## src/rtl/cordic_atan_seq.sv

```systemverilog
// cordic_atan_seq
// Steps an iterative CORDIC rotation stage through micro-rotation indices
// 0..N-1. Each index is presented as one registered tuple: the index, the
// rounded atan(2^-i) in degrees, the x/y shift amount and a last flag.
//
// Parameters
//   INT_W  : integer bits of the unsigned angle (>= 6 so atan(1)=45 fits)
//   FRAC_W : fraction bits of the angle, 1..16
//   ITER   : maximum iteration count, 1..16
//
// Ports
//   clk, rst_n : rising-edge clock, asynchronous active-low reset
//   start      : begin a sequence (sampled only while idle)
//   cfg_iters  : requested count, latched when start is accepted
//                (0 runs one step, values above ITER run ITER steps)
//   abort      : synchronous cancel; beats start and handshake completion
//   busy       : FSM is not idle (the FSM has two states, so this is its
//                complete state view)
//   out_*      : tuple stream, done pulses once after the last acceptance
//
// Handshake: a tuple moves on every rising edge where out_valid and
// out_ready are both high. While out_valid is high and out_ready is low all
// tuple fields hold. out_valid, out_last and done are registers, so there is
// no combinational path from out_ready to any output.
module cordic_atan_seq #(
  parameter int INT_W  = 8,
  parameter int FRAC_W = 8,
  parameter int ITER   = 16
) (
  input  logic                    clk,
  input  logic                    rst_n,
  input  logic                    start,
  input  logic [4:0]              cfg_iters,
  input  logic                    abort,
  output logic                    busy,
  output logic                    out_valid,
  input  logic                    out_ready,
  output logic [3:0]              out_iter,
  output logic [INT_W+FRAC_W-1:0] out_angle,
  output logic [3:0]              out_shift,
  output logic                    out_last,
  output logic                    done
);

  localparam int AW = INT_W + FRAC_W;
  localparam int DSH = 16 - FRAC_W;
  // Half an output LSB in the 16-fraction-bit table domain; collapses to 0
  // when FRAC_W = 16 so the table passes through unshifted.
  localparam logic [31:0] RND = (32'd1 << 15) >> FRAC_W;
  localparam logic [4:0] ITER_N = 5'(ITER);

  typedef enum logic {S_IDLE, S_RUN} state_t;

  state_t         state_q, state_n;
  logic [4:0]     n_q, n_n;
  logic           valid_q, valid_n;
  logic [3:0]     iter_q, iter_n;
  logic [AW-1:0]  angle_q, angle_n;
  logic           last_q, last_n;
  logic           done_q, done_n;
  logic [4:0]     n_clamp;
  logic [3:0]     iter_inc;

  // round(atan(2^-i) * 65536) degrees, then round half up to FRAC_W bits.
  function automatic logic [AW-1:0] angle_of(input logic [3:0] i);
    logic [31:0] k;
    case (i)
      4'd0:    k = 32'd2949120;
      4'd1:    k = 32'd1740967;
      4'd2:    k = 32'd919879;
      4'd3:    k = 32'd466945;
      4'd4:    k = 32'd234379;
      4'd5:    k = 32'd117304;
      4'd6:    k = 32'd58666;
      4'd7:    k = 32'd29335;
      4'd8:    k = 32'd14668;
      4'd9:    k = 32'd7334;
      4'd10:   k = 32'd3667;
      4'd11:   k = 32'd1833;
      4'd12:   k = 32'd917;
      4'd13:   k = 32'd458;
      4'd14:   k = 32'd229;
      default: k = 32'd115;
    endcase
    return AW'((k + RND) >> DSH);
  endfunction

  always_comb begin
    state_n  = state_q;
    n_n      = n_q;
    valid_n  = valid_q;
    iter_n   = iter_q;
    angle_n  = angle_q;
    last_n   = last_q;
    done_n   = 1'b0;
    iter_inc = iter_q + 4'd1;

    if (cfg_iters == 5'd0)        n_clamp = 5'd1;
    else if (cfg_iters > ITER_N)  n_clamp = ITER_N;
    else                          n_clamp = cfg_iters;

    if (abort) begin
      state_n = S_IDLE;
      valid_n = 1'b0;
      last_n  = 1'b0;
    end else begin
      case (state_q)
        S_IDLE: begin
          if (start) begin
            state_n = S_RUN;
            n_n     = n_clamp;
            valid_n = 1'b1;
            iter_n  = 4'd0;
            angle_n = angle_of(4'd0);
            last_n  = (n_clamp == 5'd1);
          end
        end
        S_RUN: begin
          if (valid_q && out_ready) begin
            if (last_q) begin
              state_n = S_IDLE;
              valid_n = 1'b0;
              last_n  = 1'b0;
              done_n  = 1'b1;
            end else begin
              // Next index is loaded on the accepting edge: no bubbles.
              iter_n  = iter_inc;
              angle_n = angle_of(iter_inc);
              last_n  = ({1'b0, iter_inc} == (n_q - 5'd1));
            end
          end
        end
        default: state_n = S_IDLE;
      endcase
    end
  end

  always_ff @(posedge clk or negedge rst_n) begin
    if (!rst_n) begin
      state_q <= S_IDLE;
      n_q     <= 5'd1;
      valid_q <= 1'b0;
      iter_q  <= 4'd0;
      angle_q <= '0;
      last_q  <= 1'b0;
      done_q  <= 1'b0;
    end else begin
      state_q <= state_n;
      n_q     <= n_n;
      valid_q <= valid_n;
      iter_q  <= iter_n;
      angle_q <= angle_n;
      last_q  <= last_n;
      done_q  <= done_n;
    end
  end

  assign busy      = (state_q != S_IDLE);
  assign out_valid = valid_q;
  assign out_iter  = iter_q;
  assign out_shift = iter_q;
  assign out_angle = angle_q;
  assign out_last  = last_q;
  assign done      = done_q;

endmodule

```

## config.mk

```make
export PLATFORM = sky130hd
export DESIGN_NAME = cordic_atan_seq
export DESIGN_NICKNAME = d
export VERILOG_FILES = /design/src/rtl/cordic_atan_seq.sv
export SDC_FILE = /design/constraint.sdc
export NUM_CORES = 1
export LEC_CHECK = 0
export ABC_AREA = 1
export ABC_CLOCK_PERIOD_IN_PS = 2500
export CAP_MARGIN = 20
export CORE_UTILIZATION = 47
export CTS_CLUSTER_SIZE = 16
export DETAILED_ROUTE_END_ITERATION = 10
export PLACE_DENSITY = 0.78
export SYNTH_ARGS = -nofsm -noshare
export SYNTH_HDL_FRONTEND = slang
export SYNTH_SLANG_ARGS = --single-unit
```

## constraint.sdc

```tcl
create_clock -name clk -period 2.5 [get_ports clk]
set_input_delay 0.25 -clock clk [delete_from_list [all_inputs] [get_ports clk]]
set_output_delay 0.25 -clock clk [all_outputs]
set_load 0.02 [all_outputs]
```

== Word level (Yosys, flattened, before mapping) ==
Memories as Yosys holds them, arrays and structs flattened.
Cells that the tools add are included.
Word-level totals
  register bits after elaboration: 29
  bits in read-only memories: 352
  input bits: 10
  memories: 1
Memories
  (no name shown): depth 16, bits a word 22, rd ports 1, clocked after Yosys merged registers in 0, wr ports 0, RTL line 67  | case (i)
Cells by class
  add/sub/neg operators: 3
  magnitude comparators: 1
  equal/unequal tests: 8
  muxes and demuxes: 33
  bitwise gates (word level): 2
  reductions and logical operators: 6
Operators with widths (number)
  $mux W24: 4
  $mux W16: 3
  $pmux W16 S2: 1
  $add A24 B8 Y24 const B: 1
  $mux W1: 16
  $mux W4: 3
  $mux W5: 2
  $pmux W4 S2: 1
  $ne A3 B2 Y1 const B: 2
  $pmux W1 S2: 3
  $reduce_and A3 Y1: 2
  $eq A4 B5 Y1: 1
  $eq A5 B1 Y1 const B: 1
  $gt A5 B5 Y1 const B: 1
  $logic_not A5 Y1: 1
  $sub A5 B1 Y5 const B: 1
  $add A4 B1 Y4 const B: 1
  $ne A2 B2 Y1 const B: 2
  $reduce_and A4 Y1: 1
  $ne A3 B3 Y1 const B: 1
  $ne A2 B1 Y1 const B: 1
  $not A1 Y1: 2
  $reduce_and A2 Y1: 1
  $logic_and A1 B1 Y1: 1

== Logic depth before layout (Yosys ltp) ==
Gate-level depths: netlist (run 1).
An unclocked memory read counts as a cell.
  word-level depth: 10
  gate-level depth with buffers: 17
  mapped depth without buffers: 17

== Least setup slack after synthesis (run 1) ==
Ideal clock, no wire load.
  path kind: register to register
  start point: register iter_q[1], in the netlist out_iter[1]
  end point: register angle_q[5], in the netlist out_angle[5]
  data arrival time: 2.511 ns
  data required time: 2.435 ns
  path slack: -0.076 ns
  cell stages (with the launch flop): 17
  path through: dfrtp_1 ha_1 inv_1 ha_1 buf_4 o21ai_0 nand2_4 o21ai_2 inv_1 ha_1 nand3_1 inv_1 nand2_1 nand2_1 o21ai_0 nand2_1 nand2_1
On the way
  word-level cells in the longest chain between the ends: 10
Ends and longest elaborated chain
  start: declaration: RTL line 57  | logic [3:0] iter_q, iter_n;
  start signal: assignment: RTL line 151  | iter_q <= iter_n;
  $add A4 B1 Y4: RTL line 96  | iter_inc = iter_q + 4'd1;
  $mem_v2 Z16 W22
  $mux W24: RTL line 120  | if (last_q) begin
  $mux W24: RTL line 119  | if (valid_q && out_ready) begin
  $mux W24: RTL line 107  | case (state_q)
  $mux W24: RTL line 102  | if (abort) begin
  $add A24 B8 Y24: RTL line 85  | return AW'((k + RND) >> DSH);
  $mux W16: RTL line 120
  $mux W16: RTL line 119
  $pmux W16 S2: RTL line 107
  end signal: assignment: RTL line 152  | angle_q <= angle_n;
  end: declaration: RTL line 58  | logic [AW-1:0] angle_q, angle_n;
Every way passes these cells. The select of a mux whose other input is x is not followed.
A chain may end at the register's enable or synchronous reset.

== Final worst setup path (run 1) ==
  start point: register iter_q[0], in the netlist out_iter[0]
  end point: register angle_q[7], in the netlist out_angle[7]
The elaborated chain is that of the path after synthesis.

==> results.md, run 1 <==
Run status:
- The run finished with clean final reports.

Final layout:
- The final-stage net count is 325.
- After filler insertion, the fill cell instance count of the layout stands at 380.
- Of the cells placed in the final design, the portion with a size suffix greater than 1 is 15.6%.
- The area occupied by multi-input gates is 1040 µm².
- The number of antenna diodes in the final layout is 0.
- After routing the design area is 2480 µm².
- The post-synthesis to final-layout area growth is 25.8%.
- The area of all sequential standard cells is 703 µm².

STA:
- The tightest hold path in the finished design has a slack of 334 ps.
- For the pin with the worst max-slew slack, the measured transition is 585 ps.
- The routed design could run at a clock period as short as 2270 ps.
- The accumulated negative setup slack is 0 ps.
- The count of final hold-check violations was 0.
- The final-report setup violation count is 0.
- The highest clock frequency the design can meet is 440 MHz.
- The fraction of the cycle the final worst path needs is 90.8%.
- The number of slew-limit violations in the final report is 0.
- The worst clock skew is 1.53 ps.
- Setup repair after global routing left no endpoint under its margin.
- Headroom to the max-slew limit came out at 60.9%.

Yosys:
- By area the synthesized netlist is led by dfrtp_1 (34%), nand2_1 (11%), ha_1 (7.6%), inv_1 (7.1%), o21ai_0 (6.1%).
- In the post-synthesis netlist, the cell with the most instances is nand2_1.
- Sequential cells were found to cover 35.6% of the synthesized design area.
- The largest total area in the synthesized netlist belongs to dfrtp_1.
- In this run the mean area of a mapped cell was 7.52 µm².
- Counting instances in the post-synthesis netlist gives the leading cell types as nand2_1 (58), inv_1 (37), dfrtp_1 (27).
- Synthesis produced a netlist with a net count of 284.
- Synthesis instantiated 36 different standard cells from the library.
- The most frequently used flop master after synthesis is dfrtp_1.
- The Yosys warning count is 0.
- The fraction of registers with async set/reset is 100%.
- The total of flip-flops plus latches after synthesis is 28.
- The number of synthesized flops with an enable pin is 0.
- The post-synthesis cell count is 262.
- The fraction of synthesized cell area taken by the top area cell type is 34.3%.
- The synthesized area is 1970 µm².

Placed design:
- At the end of routability-driven placement, the weighted congestion stood at 0.926.
- In this run the tool buffered the top-level ports with 36 buffer cells.
- The cell area after placement is 2360 µm².
- The half-perimeter wire length of the detailed placement result is 3.28 mm.

Worst setup path:
- The signal on the critical path passes through ha_1 > inv_1 > ha_4 > inv_4 > nand2_1 > o21ai_0 > inv_1 > nand2_1 > nand2_2 > ha_1 > nand3_1 > nor2_1 > nand4_1 > nand3_1 > nand2_1.
- The kind of end point of the critical path is a flop.
- The delay contributed by the slowest stage of the critical path is 380 ps.
- The critical path data required time is 2680 ps.
- Counting buffers and inverters, the worst setup path is 15 cells deep.
- Across all register-to-register paths, the minimum setup slack is 230 ps.
- For the worst flop-to-flop path, the logic depth is 15.
- The top fanout value on the critical path is 11.
- Among the stages of the critical path, the cell type that occurs most often is nand2_1.
- The worst setup path is launched from a flop.
- The endpoint identified for the worst register-to-register timing path is out_angle[7].
- The category of the critical setup timing path is reg2reg.
- The startpoint identified for the worst register-to-register timing path is out_iter[0].
- Broken down by cell family, the worst path's largest delay share belongs to simple AND/OR/NAND/NOR gates.
- The standard cell with the maximum stage delay on the critical path is dfrtp_1.
- Counting both buffers and inverters, the worst setup path holds a total of 3.
- For the worst setup path, the data arrival time is 2450 ps.

Die:
- For this configuration, the core starts out at a cell density of 49.2%.
- The floorplan step set the die height to 66.7 µm.
- The die outline area is 4450 µm².
- The floorplan die width is 66.7 µm.
- The core region is 4000 µm².
- For this design the top-level I/O count stands at 38.
- Row generation in the floorplan step produced 23 rows.

Pwr:
- Combinational logic burns 26.9% of the power.
- The internal portion of the total power is 842 µW.
- The fraction of power spent switching nets is 29.2%.
- The clock share of power is 30.3%.
- The total power divided by cell area is 480 nW/µm².
- The net switching power is 348 µW.
- The worst-case vdd ir drop is 0.297 mV.
- The sequential cell fraction of total power is 42.8%.
- In this run the static leakage power is 0.00121 µW.
- The total power draw is 1190 µW.

Drt:
- Wires add up to 4.28 mm.
- The total vias in the final route is 1731.
- After detailed routing, the average wire length per cell comes to 12.2 µm.
- The violation count after the first detailed-route iteration is 49.
- After detailed routing, the number of remaining DRC violations is 0.
- The number of search-and-repair iterations in the first detailed-routing pass is 4.
- After detailed routing, the number of vias per cell comes to 4.92.
- The count of nets left with antenna violations after detail routing is 0.

Clocking:
- Buffers inserted to repair hold after CTS numbered 0.
- The sink count of the clock tree is 28.
- Clock-pin slew was measured on the worst setup and hold paths at 100 ps.
- The clock passes through at most 2 buffers.
- CTS built an H-tree with a depth of 1.
- The number of clock buffers added by TritonCTS is 3.
- In this run the clock root is driven by a clkbuf_8.
- The clock latency on the worst-skew pair is 280 ps.
- The CTS tree is yes.

GRT:
- The final global-route overflow total is 0.
- The number of global-route vias before repair is 1665.
- The pin count of the biggest net entering global routing is 17.
- The global-route wire length before repair is 7.20 mm.
- The number of antenna violations at the first check in global routing came to 0.
- Across every metal layer, demand over resource in global routing totals 21.4%.

Hold path:
- The classification of the worst-slack hold path is in2async.

Flow run:
- The count of maximum capacitance violations is 0.
-- sequential cells by signal (all words and copies together), names as in the netlist --
name	count
n_q	5
busy	1
done	1
out_iter	4
out_valid	1
out_last	1
out_angle	15
-- metrics by stage --
stage	worst slack (ps)	utilization [%]	instances
2_1_floorplan	5.07	-	262
3_3_place_gp	213	59.1	345
3_5_place_dp	125	59.1	345
4_1_cts	73.2	60.8	349
5_1_grt	3.35	61.9	352
6_report	230	61.9	352
-- routing by layer --
layer | wire length (µm) | GRT usage, % | up-vias | share of wire [%]
met2 | 2060 | 36.2 | 32 | 48
met3 | 125 | 2.91 | 10 | 2.9
met1 | 2000 | 27.1 | 788 | 47
li1 | - | - | 901 | -
met4 | 97 | 8.78 | 0 | 2.3
met5 | 0 | 0 | - | 0
-- worst max-delay path by stage --
stage           startpoint      endpoint  slack (ps)
2_1_floorplan  out_iter[0]  out_angle[5]           5
3_3_place_gp   out_iter[0]  out_angle[7]         210
3_5_place_dp   out_iter[1]  out_angle[5]         130
4_1_cts        out_iter[0]  out_angle[7]          70
5_1_grt        out_iter[0]  out_angle[5]           3
6_report       out_iter[0]  out_angle[7]         230
-- cell type report --
type	count	area share, %
multi-input combinational	184	42.2
sequential	28	28.4
timing repair buffer	47	18.0
inverter	39	6.01
tap	50	2.53
clock buffer	3	1.67
clock inverter	1	1.21
-- repair_timing --
item,CTS,global route
buffers inserted,0,3
endpoints found under the setup margin,0,4
resized for setup,0,7
-- placed cells by master (no fill, tap or decap), drive strengths merged, types with 2 or more instances in the layout --
master         count
nand4              4
nor3               3
a21oi              2
o22ai              3
inv               39
dfrtp             27
o21ai             27
nand3             15
nor2              30
or2                3
clkbuf             3
buf               11
clkdlybuf4s50     36
nand2             70
ha                12
xor2               5
-- power by group through the flow --
stage	Sequential (µW)	Clock, µW	Combinational, µW
4_1_cts	510	369	313
3_5_place_dp	519	0	310
2_1_floorplan	549	0	168
3_3_place_gp	518	0	305
6_report	510	361	319
5_1_grt	514	383	358
-- logic make-up after synthesis --
logic type	count (synthesis)	synth area share (%)
compound gates	37	10.7
xor+xnor	6	2.67
fa+ha+maj	12	7.62
buf+inv	50	12.1
flops	28	35.6
other cells	1	0.190
simple gates	128	31.1
Power figures use the tool's default switching activity.
==> run 2, diff against run 1 <==
- ABC_CLOCK_PERIOD_IN_PS: 2500 -> 2900
- CORE_UTILIZATION: 47 -> 55
- PLACE_DENSITY: 0.78 -> 0.84
- clock period: 2.5 -> 2.9 ns (I/O delays scaled with it)
==> results.md, run 2 (synthesis results as in run 1) <==
Run status:
- The run finished with clean final reports.

Pwr:
- The sequential cell fraction of total power is 50.1% (+7.3 points).
- The clock share of power is 19.5% (-11 points).
- The internal power consumption is 588 µW (-30%).
- The fraction of power consumed by combinational cells is 30.3% (+3.4 points).
- The total power divided by cell area is 372 nW/µm² (-23%).
- The net switching power is 289 µW (-17%).
- The worst-case vdd ir drop is 0.281 mV (-5.3%).
- The leakage power figure is 0.00115 µW (-4.6%).
- The fraction of power spent switching nets was 33.0% (+3.8 points).

Worst setup path:
- The slowest stage of the critical path belongs to the cell ha_1.
- The worst reg-to-reg path cell count is 14 (-1).
- The setup path with the least slack is of type reg2reg.
- Walking the worst path, the cells encountered are inv_1 > ha_1 > inv_2 > nand2_1 > o21ai_0 > inv_1 > nand2_1 > nand2_2 > ha_1 > nand3_1 > nor2_1 > nand4_1 > nand3_1 > nand2_1.
- The top fanout value on the critical path came to 14 (+3).
- The delay contributed by the slowest stage of the critical path is 540 ps (+160 ps).
- STA classifies the critical path endpoint as a flop.
- In this run the critical register-to-register path is launched from out_iter[2].
- The kind of start point of the critical path is a flop.
- The critical path arrival came to 2720 ps (+270 ps).
- The setup slack on the worst flop-to-flop path is 440 ps (+210 ps).
- Among the stages of the critical path, the cell type that occurs most often is nand2_1.
- The critical path data required time came to 3160 ps (+480 ps).
- The endpoint of the worst-slack reg-to-reg timing path is out_angle[7].

Drt:
- The count of nets left with antenna violations after detail routing is 0 (unchanged).
- The total vias in the final route is 1737 (+0.35%).
- The met1 wire length is 1.97 mm (-1.6%).
- Routed signal wires occupy layers up through met4.
- The number of search-and-repair iterations in the first detailed-routing pass was 4 (unchanged).
- The average wire per cell in the routed design is 12.4 µm (+2.3%).
- The number of vias per cell came to 5.08 (+3.3%).
- The routed length on met2 was 1.99 mm (-3.5%).
- The met3 wirelength from detailed routing is 195 µm (+56%).
- The violation count after the first detailed-route iteration came to 111 (+130%).
- The total wirelength of the detailed-routed design is 4.25 mm (-0.63%).
- The number of design rule violations left after detail routing is 0 (unchanged).

Placed design:
- The count of input and output buffers is 36 (unchanged).
- The pre-CTS setup slack was 453 ps (+328 ps).
- The half-perimeter wire length of the detailed placement result came to 3.31 mm (+1.1%).
- The global placer's final weighted congestion was 0.969 (+4.6%).
- The cell area after placement came to 2330 µm² (-1.2%).

Die:
- The initial core utilization is 58.1% (+8.9 points).
- The number of primary I/O pins is 38 (unchanged).
- The site row count is 21 (-8.7%).
- The die extent in y was 61.8 µm (-7.3%).
- The core box area is 3390 µm² (-15%).
- The die outline area is 3820 µm² (-14%).
- The floorplan die width is 61.8 µm (-7.3%).

Final layout:
- The number of filler instances in the final layout was 284 (-25%).
- The final instance area was 2360 µm² (-4.7%).
- The library cell used most frequently in the layout, excluding fill and tap cells, is nand2_1.
- The final-stage net count was 319 (-1.8%).
- The fraction of layout instances using a drive strength above 1 is 12.2% (-3.4 points).
- Leaving out fill and tap cells, the most frequent cells in the layout are nand2_1 (58), inv_1 (37), clkdlybuf4s50_1 (36).
- The post-synthesis to final-layout area growth is 19.8%.
- The number of flip-flops under the largest register name is 15 (unchanged).
- The antenna diode instance count came to 0 (unchanged).

STA:
- The slew of the pin with the lowest slew margin is 675 ps (+90.8 ps).
- The count of final hold-check violations came to 0 (unchanged).
- Setup repair after global routing left no endpoint under its margin.
- The normalized max-slew margin is 54.8% (-6.1 points).
- The number of slew-limit violations in the final report is 0 (unchanged).
- The highest clock frequency the design can meet is 407 MHz (-7.6%).
- The final-report setup violation count is 0 (unchanged).
- The worst clock skew is 19.1 ps (+17.6 ps).
- The fraction of the cycle the final worst path needs is 84.7% (-6.1 points).
- The minimum period implied by the final worst setup slack came to 2460 ps (+187 ps).
- The smallest setup slack after layout is 442 ps (+213 ps).
- The accumulated negative setup slack is 0 ps (unchanged).

Clocking:
- The CTS buffer count is 3 (unchanged).
- The tree is rooted in a clkbuf_4.
- The sink count of the clock tree came to 28 (unchanged).
- The post-CTS resize count is 0 (unchanged).
- The number of H-tree branching levels is 1 (unchanged).
- The deepest clock path buffer count is 2 (unchanged).
- TritonCTS built the clock tree.
- The clock slew seen by the registers of the worst setup and hold paths is 160 ps (+60 ps).
- The quantity of hold-fixing buffers added after cts is 0 (unchanged).
- The buffers inserted during post-CTS setup optimization was 0 (unchanged).
- The clock latency on the worst-skew pair came to 340 ps (+60 ps).

GRT:
- The final global-route overflow total is 0 (unchanged).
- The number of global-route vias before repair is 1600 (-3.9%).
- The number of antenna violations at the first check in global routing came to 0 (unchanged).
- The pin count of the biggest net entering global routing came to 17 (unchanged).
- The global-route wire length before repair is 7.00 mm (-2.8%).
- The global-route usage over all layers is 25.2% (+3.8 points).

Hold path:
- The classification of the worst-slack hold path is in2async.

Flow run:
- The count of maximum capacitance violations is 0 (unchanged).
run 2: critical path: cells and delay by family, from the launching register on:
family | cells | cell delay [ps]
AND/OR/NAND/NOR | 8 | 760
adder cells (fa/ha/maj) | 2 | 700
flip-flops | 1 | 510
buffers and inverters | 3 | 300
AO/OA/AOI/OAI | 1 | 100
run 2: layer usage:
metal  track usage (%)  vias to the layer above
met2              41.2                       47
met1              32.7                      792
met4              11.1                        0
li1                  -                      886
met3              4.76                       12
met5                 0                        -
run 2: how the worst max path moves through the flow:
stage                start            to  depth (start not counted)
2_1_floorplan  out_iter[1]  out_angle[5]                         16
3_3_place_gp   out_iter[0]  out_angle[5]                         15
3_5_place_dp   out_iter[0]  out_angle[5]                         15
4_1_cts        out_iter[0]  out_angle[5]                         15
5_1_grt        out_iter[2]  out_angle[7]                         15
6_report       out_iter[2]  out_angle[7]                         14
run 2: layout make-up:
class | instances | area [µm²] | area share (%)
inverters | 39 | 146 | 6.20
well taps | 46 | 57.6 | 2.44
flip-flops and latches | 28 | 702 | 29.7
clock buffers | 4 | 26.3 | 1.11
multi-input cells | 184 | 1030 | 43.6
repair buffers | 41 | 398 | 16.9
run 2: power groups by stage:
stage	logic [µW]	registers, µW	clock network, µW
after global placement	262	446	0
after detailed placement	267	448	0
after CTS	268	440	176
final	266	440	171
after global routing	298	444	187
after floorplan	145	473	0
run 2: metrics by stage:
stage                     total power [µW]  hold WS, ps  utilization, %  instances
after CTS                              884          326            69.6        342
after global routing                   929          373            69.6        342
after detailed placement               714          467            68.8        338
after global placement                 708          463            68.8        338
after floorplan                        618        -5.59               -        262
final                                  877          328            69.6        342
